File: config.mk
export PLATFORM = sky130hd
export DESIGN_NAME = lab3_cache_cache_mem_receiver_flat
export DESIGN_NICKNAME = d
export VERILOG_FILES = /design/src/rtl/lab3_cache_mem_pkg.sv /design/src/rtl/lab3_cache_cache_mem_receiver_if.sv /design/src/rtl/lab3_cache_cache_mem_receiver_ctrl.sv /design/src/rtl/lab3_cache_cache_mem_receiver.sv /design/src/flat_wrapper.sv
export SDC_FILE = /design/constraint.sdc
export NUM_CORES = 1
export LEC_CHECK = 0
export CORE_AREA = 2 2 234 236
export CTS_CLUSTER_DIAMETER = 100
export DETAILED_ROUTE_END_ITERATION = 8
export DIE_AREA = 0 0 236 238
export GPL_TIMING_DRIVEN = 0
export PLACE_DENSITY = 0.74
export SYNTH_ARGS = -nofsm -noshare
export SYNTH_HDL_FRONTEND = slang
export SYNTH_SLANG_ARGS = --single-unit
File: constraint.sdc
create_clock -name clk -period 2.4 [get_ports clk]
set_input_delay 0.48 -clock clk [delete_from_list [all_inputs] [get_ports clk]]
set_output_delay 0.48 -clock clk [all_outputs]
set_load 0.01 [all_outputs]
File: src/rtl/lab3_cache_mem_pkg.sv
// Shared types and constants for the cache <-> memory 16-beat line-transfer protocol.
package lab3_cache_mem_pkg;

  localparam int CACHE_LINE_WORDS = 16;
  localparam int WORD_BITS        = 32;
  localparam int LINE_BITS        = CACHE_LINE_WORDS * WORD_BITS;
  localparam int IDX_BITS         = 4;
  localparam int CNT_BITS         = 5;

  localparam logic [2:0] MEM_TYPE_READ  = 3'd0;
  localparam logic [2:0] MEM_TYPE_WRITE = 3'd1;

  typedef enum logic [1:0] {
    IDLE    = 2'd0,
    COLLECT = 2'd1,
    DONE    = 2'd2
  } state_t;

  typedef struct packed {
    logic [2:0]  typ;
    logic [7:0]  opaque;
    logic [1:0]  test;
    logic [1:0]  len;
    logic [31:0] data;
  } mem_resp_4B_t;

  // Response type a beat must carry for a transfer of the given direction.
  function automatic logic [2:0] resp_type_for(input logic rw);
    return rw ? MEM_TYPE_WRITE : MEM_TYPE_READ;
  endfunction

endpackage

File: src/rtl/lab3_cache_cache_mem_receiver_if.sv
// Command, memory-response and assembled-line handshakes of the line receiver.
interface lab3_cache_cache_mem_receiver_if;
  import lab3_cache_mem_pkg::*;

  logic                 cmd_val;
  logic                 cmd_rdy;
  logic [31:0]          cmd_addr;
  logic                 cmd_rw;
  logic                 mem_resp_val;
  logic                 mem_resp_rdy;
  mem_resp_4B_t         mem_resp;
  logic                 line_val;
  logic                 line_rdy;
  logic [LINE_BITS-1:0] line_data;
  logic                 line_rw;
  logic                 err;

  modport master (
    output cmd_val, cmd_addr, cmd_rw, mem_resp_val, mem_resp, line_rdy,
    input  cmd_rdy, mem_resp_rdy, line_val, line_data, line_rw, err
  );

  modport slave (
    input  cmd_val, cmd_addr, cmd_rw, mem_resp_val, mem_resp, line_rdy,
    output cmd_rdy, mem_resp_rdy, line_val, line_data, line_rw, err
  );

endinterface

File: src/rtl/lab3_cache_cache_mem_receiver_ctrl.sv
// Receiver FSM (IDLE -> COLLECT -> DONE) and 16-beat counter; emits accept strobes for the datapath.
module lab3_cache_cache_mem_receiver_ctrl
  import lab3_cache_mem_pkg::*;
(
  input  logic clk,
  input  logic reset,
  input  logic cmd_val,
  input  logic mem_resp_val,
  input  logic line_rdy,
  output logic cmd_rdy,
  output logic mem_resp_rdy,
  output logic line_val,
  output logic cmd_go,
  output logic beat_go
);

  state_t              state_q, state_d;
  logic [CNT_BITS-1:0] count_q, count_d;

  always_ff @(posedge clk) begin
    if (reset) begin
      state_q <= IDLE;
      count_q <= '0;
    end else begin
      state_q <= state_d;
      count_q <= count_d;
    end
  end

  always_comb begin
    state_d      = state_q;
    count_d      = count_q;
    cmd_rdy      = 1'b0;
    mem_resp_rdy = 1'b0;
    line_val     = 1'b0;
    cmd_go       = 1'b0;
    beat_go      = 1'b0;
    // Handshakes are suppressed while reset is high so nothing is accepted mid-abort.
    if (!reset) begin
      case (state_q)
        IDLE: begin
          cmd_rdy = 1'b1;
          if (cmd_val) begin
            cmd_go  = 1'b1;
            count_d = '0;
            state_d = COLLECT;
          end
        end
        COLLECT: begin
          mem_resp_rdy = 1'b1;
          if (mem_resp_val) begin
            beat_go = 1'b1;
            count_d = count_q + CNT_BITS'(1);
            if (count_q == CNT_BITS'(CACHE_LINE_WORDS - 1)) state_d = DONE;
          end
        end
        DONE: begin
          line_val = 1'b1;
          if (line_rdy) state_d = IDLE;
        end
        default: state_d = IDLE;
      endcase
    end
  end

endmodule

File: src/rtl/lab3_cache_cache_mem_receiver.sv
// Line receiver: gathers 16 memory beats (wrapping from the start word) into one 512-bit line.
// Optional beat checking (type/len vs. transfer direction) enabled by CACHE_MEM_RECV_CHECK_EN.
module lab3_cache_cache_mem_receiver
  import lab3_cache_mem_pkg::*;
(
  input logic                           clk,
  input logic                           reset,
  lab3_cache_cache_mem_receiver_if.slave bus
);

  logic cmd_go, beat_go;
  logic cmd_rdy, mem_resp_rdy, line_val;

  lab3_cache_cache_mem_receiver_ctrl u_ctrl (
    .clk          (clk),
    .reset        (reset),
    .cmd_val      (bus.cmd_val),
    .mem_resp_val (bus.mem_resp_val),
    .line_rdy     (bus.line_rdy),
    .cmd_rdy      (cmd_rdy),
    .mem_resp_rdy (mem_resp_rdy),
    .line_val     (line_val),
    .cmd_go       (cmd_go),
    .beat_go      (beat_go)
  );

  logic                                        rw_q, rw_d;
  logic [IDX_BITS-1:0]                         idx_q, idx_d;
  logic [CACHE_LINE_WORDS-1:0][WORD_BITS-1:0]  line_q, line_d;
  logic [CACHE_LINE_WORDS-1:0]                 word_we;

  // Write transfers never touch the line, so it stays at the zero loaded on command accept.
  for (genvar g = 0; g < CACHE_LINE_WORDS; g++) begin : g_word_we
    assign word_we[g] = beat_go & ~rw_q & (idx_q == IDX_BITS'(g));
  end

  always_comb begin
    rw_d   = rw_q;
    idx_d  = idx_q;
    line_d = line_q;
    if (cmd_go) begin
      rw_d   = bus.cmd_rw;
      idx_d  = bus.cmd_addr[5:2];
      line_d = '0;
    end else if (beat_go) begin
      idx_d  = idx_q + IDX_BITS'(1);
    end
    for (int w = 0; w < CACHE_LINE_WORDS; w++) begin
      if (word_we[w]) line_d[w] = bus.mem_resp.data;
    end
  end

  always_ff @(posedge clk) begin
    if (reset) begin
      rw_q   <= 1'b0;
      idx_q  <= '0;
      line_q <= '0;
    end else begin
      rw_q   <= rw_d;
      idx_q  <= idx_d;
      line_q <= line_d;
    end
  end

  assign bus.cmd_rdy      = cmd_rdy;
  assign bus.mem_resp_rdy = mem_resp_rdy;
  assign bus.line_val     = line_val;
  assign bus.line_data    = line_q;
  assign bus.line_rw      = rw_q;

`ifdef CACHE_MEM_RECV_CHECK_EN
  logic err_q, err_d;
  logic beat_bad;

  assign beat_bad = (bus.mem_resp.typ != resp_type_for(rw_q)) || (bus.mem_resp.len != 2'd0);

  always_comb err_d = err_q | (beat_go & beat_bad);

  always_ff @(posedge clk) begin
    if (reset) err_q <= 1'b0;
    else       err_q <= err_d;
  end

  assign bus.err = err_q;

  logic unused_in_bits;
  assign unused_in_bits = ^{bus.cmd_addr[31:6], bus.cmd_addr[1:0],
                            bus.mem_resp.opaque, bus.mem_resp.test};
`else
  assign bus.err = 1'b0;

  logic unused_in_bits;
  assign unused_in_bits = ^{bus.cmd_addr[31:6], bus.cmd_addr[1:0], bus.mem_resp.typ,
                            bus.mem_resp.opaque, bus.mem_resp.test, bus.mem_resp.len};
`endif

endmodule
File: src/flat_wrapper.sv
// flat-port wrapper written by rule: the top's interface ports become plain ports
module lab3_cache_cache_mem_receiver_flat import lab3_cache_mem_pkg::*;
  (clk, reset, bus_cmd_val, bus_cmd_addr, bus_cmd_rw, bus_mem_resp_val, bus_mem_resp, bus_line_rdy, bus_cmd_rdy, bus_mem_resp_rdy, bus_line_val, bus_line_data, bus_line_rw, bus_err);
  lab3_cache_cache_mem_receiver_if bus_i ();
  input logic clk;
  input logic reset;
  input wire logic [$bits(bus_i.cmd_val)-1:0] bus_cmd_val;
  input wire logic [$bits(bus_i.cmd_addr)-1:0] bus_cmd_addr;
  input wire logic [$bits(bus_i.cmd_rw)-1:0] bus_cmd_rw;
  input wire logic [$bits(bus_i.mem_resp_val)-1:0] bus_mem_resp_val;
  input wire logic [$bits(bus_i.mem_resp)-1:0] bus_mem_resp;
  input wire logic [$bits(bus_i.line_rdy)-1:0] bus_line_rdy;
  output wire logic [$bits(bus_i.cmd_rdy)-1:0] bus_cmd_rdy;
  output wire logic [$bits(bus_i.mem_resp_rdy)-1:0] bus_mem_resp_rdy;
  output wire logic [$bits(bus_i.line_val)-1:0] bus_line_val;
  output wire logic [$bits(bus_i.line_data)-1:0] bus_line_data;
  output wire logic [$bits(bus_i.line_rw)-1:0] bus_line_rw;
  output wire logic [$bits(bus_i.err)-1:0] bus_err;
  assign bus_i.cmd_val = bus_cmd_val;
  assign bus_i.cmd_addr = bus_cmd_addr;
  assign bus_i.cmd_rw = bus_cmd_rw;
  assign bus_i.mem_resp_val = bus_mem_resp_val;
  assign bus_i.mem_resp = bus_mem_resp;
  assign bus_i.line_rdy = bus_line_rdy;
  assign bus_cmd_rdy = bus_i.cmd_rdy;
  assign bus_mem_resp_rdy = bus_i.mem_resp_rdy;
  assign bus_line_val = bus_i.line_val;
  assign bus_line_data = bus_i.line_data;
  assign bus_line_rw = bus_i.line_rw;
  assign bus_err = bus_i.err;
  lab3_cache_cache_mem_receiver u_core (.clk(clk), .reset(reset), .bus(bus_i));
endmodule
**Word level (Yosys, flattened, before mapping)**

Index checks and enable logic that the tools add are counted.

- Input port bits: 85
- Register bits: 524
- Output and inout port bits: 517
- Logic and storage cells: 123

- Add/subtract/negate cells: 2
- Reduce and logical (&&, ||, !) cells: 22
- Mux-type cells: 39
- Bitwise logic cells: 18
- Equal/unequal tests: 22

Operator list:

| kind | count |
|---|---|
| 2-to-1 mux 32 bit | 16 |
| 2-to-1 mux 512 bit | 1 |
| nonzero test 2 bit | 18 |
| equality test 4 bit, second input constant | 8 |
| AND 1 bit | 17 |
| equality test 4 x 3 -> 1 bit, second input constant | 4 |
| 2-to-1 mux 1 bit | 12 |
| 2-to-1 mux 5 bit | 2 |
| case mux 5 bit (2 select lines) | 1 |
| equality test 4 x 2 -> 1 bit, second input constant | 2 |
| 2-to-1 mux 2 bit | 4 |
| 2-to-1 mux 4 bit | 2 |
| != test 2 bit, second input constant | 4 |
| case mux 2 bit (3 select lines) | 1 |
| adder 5 x 1 -> 5 bit, second input constant | 1 |
| equality test 5 x 4 -> 1 bit, second input constant | 1 |
| adder 4 x 1 -> 4 bit, second input constant | 1 |
| equality test 4 x 1 -> 1 bit, second input constant | 1 |
| logical NOT 4 bit | 1 |
| AND reduction 4 bit | 1 |
| AND reduction 3 bit | 1 |
| equality test 2 x 1 -> 1 bit, second input constant | 1 |
| equality test 2 bit, second input constant | 1 |
| logical NOT 2 bit | 1 |
| NOT 1 bit | 1 |

**Depth between registers and ports, before layout**

Gate-level depths: netlist of run 1.

- Word-level depth: 6
- Gate-level depth with buffers: 7
- Mapped depth without buffers: 6

**By module**

A second synthesis of run 1 with hierarchy kept.

- Cell total of the unflattened synthesis: 1,837
- Area, all modules: 19,093.3 µm²

Modules (own cells, without submodules):

| module | sequential area each (µm²) | times used | cells an instance | area each (µm²) |
|---|---|---|---|---|
| lab3_cache_cache_mem_receiver | 10,349.9 | 1 | 1,796 | 18,729.2 |
| lab3_cache_cache_mem_receiver_ctrl | 140.1 | 1 | 41 | 364.1 |

**Least setup slack after synthesis of run 1**

OpenSTA, ideal clock, no wires.

- Kind: input port to flip-flop
- Start point: input reset
- End point: register u_core.line_q (netlist bit u_core.bus.line_data[120])
- Setup time: 116 ps
- Stages: 6
- Path slack: 531 ps
- Path buffers: 3
- Data required time: 2,284 ps
- Arrival time: 1,753 ps
- Cells stage by stage: or4b_1 > buf_2 > or2_1 > buf_2 > buf_6 > a31o_1

- Longest elaborated chain between the ends: 4
- Elaborated cells on any way between the ends: 6
- Classes of those cells: 3 x mux; 2 x bitwise; 1 x reduce/logical

RTL lines:

| what | line | text |
|---|---|---|
| from (decl) | flat_wrapper.sv:6 | `input logic reset;` |
| 2-to-1 mux 1 bit | lab3_cache_cache_mem_receiver_ctrl.sv:39 | `if (!reset) begin` |
| AND 1 bit (2 in series) | lab3_cache_cache_mem_receiver.sv:34 | `assign word_we[g] = beat_go & ~rw_q & (idx_q == IDX_BITS'(g));` |
| 2-to-1 mux 32 bit / nonzero test 2 bit (equally long branches) | n/a |  |
| to (signal assigned) | lab3_cache_cache_mem_receiver.sv:61 | `line_q <= line_d;` |
| to (decl) | lab3_cache_cache_mem_receiver.sv:29 | `logic [CACHE_LINE_WORDS-1:0][WORD_BITS-1:0] line_q, line_d;` |

Several ways; a longest one is shown, not always the timed one.
A chain may end at the register's enable or synchronous reset.

**Worst setup path in the final report of run 1**

- Start point: register u_core.idx_q[1]
- End point: register u_core.line_q (netlist bit u_core.bus.line_data[47])

- Longest elaborated chain between the ends: 3
- Elaborated cells on any way between the ends: 4
- Classes of those cells: 1 x eq/ne; 1 x mux; 1 x bitwise; 1 x reduce/logical

RTL lines:

| what | line | text |
|---|---|---|
| from (decl) | lab3_cache_cache_mem_receiver.sv:28 | `logic [IDX_BITS-1:0] idx_q, idx_d;` |
| from (signal assigned) | lab3_cache_cache_mem_receiver.sv:60 | `idx_q <= idx_d;` |
| equality test 4 x 1 -> 1 bit (*) | lab3_cache_cache_mem_receiver.sv:34 |  |
| AND 1 bit (*) | lab3_cache_cache_mem_receiver.sv:34 |  |
| 2-to-1 mux 32 bit / nonzero test 2 bit (equally long branches) | n/a |  |

Mark *: on every way between the ends. The rest lies on a longest branch, timed or not.

==> results of run 1 <==
## Yosys cell counts (all sizes together) (3+ instances only)
cell type	instances
a211oi	3
a21oi	5
a31o	96
buf	74
clkbuf	212
dfxtp	524
ha	6
inv	7
mux2i	131
nand2b	32
nand3	132
nand4	5
nand4bb	5
nor3	98
o2111ai	288
o21ai	291
or2	13
## per-layer routing
metal,wire length (um),track usage [%],vias to the layer above,part of all wire (%)
li1,-,-,8774,-
met1,34500,35.9,9884,36
met2,45900,56.4,1183,48
met3,10600,10.6,241,11
met4,4120,13.6,2,4.3
met5,13,0,-,0.014
## per-stage QoR
step / total power [W] / setup slack, ns
floorplan: 0.00952 / 0.531
global placement: 0.0101 / -1.55
detailed placement: 0.0101 / -1.59
CTS: 0.0191 / 0.000125
global route: 0.0195 / -0.119
finish: 0.0191 / -0.0398
## sequential cells by signal, summed over array words and instances, names as in the netlist
register,flops
u_core.bus.line_data,512
u_core.bus.line_rw,1
u_core.idx_q,4
u_core.u_ctrl.count_q,5
u_core.u_ctrl.state_q,2
## worst paths after layout
check | end | slack (ns) | cells after the start
worst max-delay path | u_core.bus.line_data[47] | -0.04 | 7
worst min-delay path | u_core.idx_q[1] | 0.45 | 3
worst max register to register | u_core.bus.line_data[47] | -0.04 | 7
worst min register to register | u_core.bus.line_data[284] | 0.47 | 2
## critical path, stage by stage, from the launching register on
cell and delay (ns):
dfxtp_1 0.45, inv_1 0.11, ha_1 0.19, nand4bb_1 0.24, clkbuf_2 0.46, buf_1 0.55
nor3_1 0.13, a31o_1 0.21
## repair_timing
action,in CTS,in global routing
pin swaps,1,3
hold buffers,0,0
endpoints found under the hold margin,0,0
gates resized for setup,67,41
setup endpoints to repair,520,290
buffers inserted,3,3
## logic make-up (layout without fill, tap and decap cells)
group | count (synthesis) | count (layout) | synth area share (%)
flops | 524 | 524 | 53.2
other cells | 1 | 3 | 0.0190
simple gates | 305 | 305 | 8.46
buf+inv | 294 | 958 | 6.14
xor+xnor | 1 | 1 | 0.0444
fa+ha+maj | 6 | 6 | 0.380
compound gates | 694 | 694 | 25.1
mux | 132 | 132 | 6.70
## area by class of cell
type	count	area, um^2
tap	696	871
timing repair buffer	563	5620
antenna	2	5.00
fill	4708	25200
clock buffer	78	1590
multi-input combinational	1139	8040
sequential	524	10500
buffer	285	1300
inverter	8	38.8
clock inverter	24	344
## where the power goes
group	internal [W]	switching [W]	total, W
clock network	0.00546	0.00367	0.00913
registers	0.00872	0.0000254	0.00875
logic	0.000273	0.000961	0.00123
total	0.0145	0.00465	0.0191
==> results by group, run 1 <==
Status
  – Status: finished, violations left
  – Failing checks: negative setup slack

Detailed routing
  – WL final: 95000 um
  – Pre-antenna DRT Iters: 5
  – Initial DRC count: 1821
  – DR vias: 20084
  – Vias per cell: 6.05
  – Drc violations: 0
  – Drt wl/cell: 28.6 um
  – ANT nets after route: 0

Placed design
  – PortBufs: 557
  – Gpl congestion: 0.938
  – Placed cell count: 3210
  – Post-DP HPWL: 71000 um
  – Placed cell area: 0.0262 mm^2

Timing
  – Minimum clock period: 2.44 ns
  – Setup TNS: -0.353 ns
  – Skew final: 0.0200 ns
  – Worst-Margin Slew: 0.913 ns
  – Worst hold slack: 0.451 ns
  – Hold Fails Final Rpt: 0
  – Crit share post-route: 102%
  – Max-slew headroom: 39.1%
  – Fmax: 410 MHz
  – Final Max Slew Viols: 0
  – RSZ-0062 raised after global routing: yes
  – PnR worst setup slack: -0.0398 ns
  – Final setup vio count: 22

Global route
  – Vias in the first global route: 19533
  – First-pass GRT wire length: 134000 um
  – Antenna violations before repair: 2
  – Largest net degree at the start of global routing: 15
  – Tot GR Track Use: 32.2%
  – Gr ovfl total: 0

Cells and area
  – Most frequent cells in the layout: clkdlybuf4s50_1, dfxtp_1, o2111ai_1, o21ai_0, clkbuf_1
  – Non-Filler Instances: 3319
  – Util after Layout: 52.9%
  – Layout Nets: 2668
  – Final instance area: 0.0283 mm^2
  – Layout area overhead: 43.4%
  – Share of cells above drive strength 1: 8.01%
  – Commonest non-fill, non-tap cell in the layout: clkdlybuf4s50_1

Clock tree
  – Clock root buffer: clkbuf_16
  – Max Buffers Root-to-Sink: 3
  – Clk pin slew, worst setup/hold paths: 0.06 ns
  – CTS Buf Count: 56
  – Clk sinks: 524
  – CTS H-tree lvls: 2
  – CTS tree: yes
  – Clock insertion delay at the later pin of the skew report: 0.62 ns

Logic synthesis
  – #FFs+latches synth: 524
  – Mapped cell area: 0.0197 mm^2
  – Primary FF master, synth: dfxtp_1
  – Ys async rst share: 0%
  – Synthesized Nets: 2048
  – Cell taking the most area after synthesis: dfxtp_1
  – Post-synth EDFFs: 0
  – Synthesis Warnings: 0
  – Top cells by area, synth: dfxtp_1, o2111ai_1, o21ai_0, mux2i_1, clkbuf_1
  – Sequential element share of the synthesized area: 53.2%
  – Syn_area_per_cell: 10.1 um^2
  – Synth top area share: 53.2%
  – Post-Syn Instances: 1957
  – Synth cell types: 52

Worst setup path
  – CP Launch Type: flop
  – Crit path DAT: 2.95 ns
  – Critical path type: reg -> reg
  – Crit path capture type: flop
  – Worst setup startpoint: u_core.idx_q[1]
  – Crit Path Max Fanout: 10
  – Reg2reg start: u_core.idx_q[1]
  – Worst Path Required: 2.91 ns

Floorplanning
  – Die Ht: 238 um
  – Std-Cell Rows: 85
  – Initial Util: 36.9%
  – Core region area: 0.0535 mm^2
  – Die width: 236 um
  – Full die area: 0.0562 mm^2
  – # IOs: 602

Worst hold path
  – HP Class: in -> reg
  – Hold path start: bus_cmd_addr[3]

Pwr
  – Pleak: 10.2 nW
  – Pwr dens: 676 mW/mm^2
  – Max IR drop VDD: 661 uV

Run
  – Max Cap Viol: 0
Power figures use the tool's default switching activity.
==> run 2: changes to the inputs <==
--- a/config.mk
+++ b/config.mk
@@ -5,12 +5,13 @@
 export SDC_FILE = /design/constraint.sdc
 export NUM_CORES = 1
 export LEC_CHECK = 0
-export CORE_AREA = 2 2 234 236
+export CORE_AREA = 2 2 236 238
+export CTS_BUF_LIST = sky130_fd_sc_hd__clkbuf_2 sky130_fd_sc_hd__clkbuf_4 sky130_fd_sc_hd__clkbuf_8
 export CTS_CLUSTER_DIAMETER = 100
 export DETAILED_ROUTE_END_ITERATION = 8
-export DIE_AREA = 0 0 236 238
+export DIE_AREA = 0 0 238 240
 export GPL_TIMING_DRIVEN = 0
-export PLACE_DENSITY = 0.74
+export PLACE_DENSITY = 0.73
 export SYNTH_ARGS = -nofsm -noshare
 export SYNTH_HDL_FRONTEND = slang
 export SYNTH_SLANG_ARGS = --single-unit
==> run 2 against run 1 <==
The run still ends with negative setup slack left. Via count rose by 0.61%. Total power fell by 1.9%. First-iteration DRC count fell by 11%. Critical path depth fell by 1. Clock skew rose by 0.016 ns. Die area rose by 1.7%. Final area rose by 0.19%. Setup slack improved by 0.0099 ns. Non-clock buffer count did not move. Utilization fell by 1.0 points. Cell count rose by 2.0%. Flip-flop and latch count did not move. Critical path type is now in -> reg. Highest routed layer unchanged.
==> results by group, run 2 (synthesized netlist as in run 1, its figures left out) <==
Status
  – Status: finished, violations left
  – Failing checks: negative setup slack

Worst setup path
  – Critical path type: in -> reg
  – Crit Path Max Fanout: 10
  – Crit path capture type: flop
  – Max incr delay on CP: 0.77 ns
  – Crit path max-delay family: buffers and inverters
  – Number of cells on the critical path: 6
  – CP Launch Type: primary input
  – Worst Path Required: 2.91 ns
  – Buf+Inv Stages, Crit Path: 4
  – Crit path max-delay cell type: clkbuf_1
  – FF-to-FF path depth: 7
  – Crit-path cells: dlygate4sd2_1, clkbuf_8, clkbuf_1, nand2b_1, clkbuf_1, o21ai_0
  – Crit path top cell by count: clkbuf_1
  – Crit path DAT: 2.94 ns

Timing
  – Crit share post-route: 101%
  – Max-slew headroom: 23.8%
  – Skew final: 0.0362 ns
  – Worst hold slack: 0.408 ns
  – PnR worst setup slack: -0.0299 ns
  – Minimum clock period: 2.43 ns
  – Final Max Slew Viols: 0
  – Fmax: 412 MHz
  – Worst-Margin Slew: 1.14 ns
  – Hold Fails Final Rpt: 0
  – Final setup vio count: 3

Clock tree
  – Clock insertion delay at the later pin of the skew report: 0.70 ns
  – Hold-fix buffers, CTS: 0
  – Clock root buffer: clkbuf_8
  – Max Buffers Root-to-Sink: 3
  – CTS Buf Count: 88
  – CTS tree: yes
  – Clk sinks: 524
  – Clk pin slew, worst setup/hold paths: 0.06 ns
  – CTS H-tree lvls: 3

Global route
  – First-pass GRT wire length: 136000 um
  – Tot GR Track Use: 32.7%
  – Largest net degree at the start of global routing: 13
  – Vias in the first global route: 19677
  – Antenna violations before repair: 7
  – Gr ovfl total: 0

Floorplanning
  – # IOs: 602
  – Initial Util: 36.1%
  – Std-Cell Rows: 86
  – Die Ht: 240 um
  – Core region area: 0.0547 mm^2
  – Die width: 238 um
  – Full die area: 0.0571 mm^2

Detailed routing
  – DR WL met3: 9980 um
  – Initial DRC count: 1628
  – Top sig layer: met5
  – Met2 WL post-DR: 45600 um
  – DR vias: 20206
  – Pre-antenna DRT Iters: 7
  – Drt wl/cell: 28.7 um
  – ANT nets after route: 0
  – Metal-1 WL: 35800 um
  – WL final: 97100 um
  – Vias per cell: 5.97
  – Drc violations: 0

Worst hold path
  – HP Class: in -> reg
  – Hold depth: 3

Pwr
  – Sw frac: 25.5%
  – P_sw: 0.00479 W
  – Max IR drop VDD: 450 uV
  – Clock power share: 46.7%
  – Sequential Power Share: 46.7%
  – Combinational share of power: 6.7%
  – Pleak: 10.3 nW
  – Pwr dens: 661 mW/mm^2
  – Final Power: 0.0187 W
  – Internal cell power: 0.0140 W

Cells and area
  – Commonest non-fill, non-tap cell in the layout: clkdlybuf4s50_1
  – Layout area overhead: 43.6%
  – Non-Filler Instances: 3386
  – Layout Nets: 2700
  – Util after Layout: 51.9%
  – Largest register FFs: 512
  – Most frequent cells in the layout: clkdlybuf4s50_1, dfxtp_1, o2111ai_1, o21ai_0, clkbuf_1
  – Share of cells above drive strength 1: 10.6%
  – Fill count: 4912

Placed design
  – Post-DP HPWL: 71900 um
  – Placed cell count: 3218
  – Setup WS pre-CTS: -1.72 ns
  – PortBufs: 557
  – Gpl congestion: 0.916

Run
  – Max Cap Viol: 0
## run 2: timing repair
action                                  CTS  global route
hold endpoints to repair                  0             0
resized for setup                        68            47
pin swaps                                 2             1
setup buffers                             7             0
endpoints found under the setup margin  518           300
## run 2: worst reg2reg max path, delay by kind of cell, from the launching register on
kind / cells / cell delay (ns)
buffers and inverters: 3 / 0.72
and+or+nand+nor: 2 / 0.60
muxes: 1 / 0.24
adders and majority gates: 1 / 0.21
DFF: 1 / 0.48
## run 2: path summary, 6_finish.rpt
kind | startpoint | to | slack (ns)
min reg2reg | u_core.bus.line_data[129] | u_core.bus.line_data[129] | 0.47
min | bus_cmd_addr[3] | u_core.idx_q[1] | 0.41
max | reset | u_core.bus.line_data[369] | -0.03
max reg2reg | u_core.idx_q[0] | u_core.bus.line_data[266] | 0.09
## run 2: metrics by stage
| stage | area (um^2) | TNS, ns |
|---|---|---|
| after floorplan | 19700 | 0 |
| after global placement | 26200 | -637.85 |
| after detailed placement | 26200 | -661.77 |
| after CTS | 28300 | 0 |
| after global routing | 28300 | -0.000268 |
| final | 28300 | -0.0739 |
## run 2: power by group through the flow
| stage | clock [W] | combinational [W] | sequential (W) |
|---|---|---|---|
| 2_1_floorplan | 0 | 0.000573 | 0.00894 |
| 3_3_place_gp | 0 | 0.00118 | 0.00894 |
| 3_5_place_dp | 0 | 0.00120 | 0.00894 |
| 4_1_cts | 0.00877 | 0.00122 | 0.00875 |
| 5_1_grt | 0.00917 | 0.00129 | 0.00875 |
| 6_report | 0.00874 | 0.00125 | 0.00875 |
## run 2: area by class of cell
class	instances	area (um^2)	area share (%)
sequential	524	10500	37.0
multi-input combinational	1139	8050	28.4
timing repair buffer	564	5620	19.8
clock buffer	145	1800	6.36
buffer	284	1310	4.62
tap	704	881	3.11
clock inverter	12	135	0.477
inverter	8	35.0	0.124
antenna	6	15.0	0.0530
## run 2: routing by layer
metal,vias to the layer above,GRT usage [%]
met5,-,0
met4,6,16.9
met3,303,10.8
met2,1170,55.1
met1,9870,36.9
li1,8857,-
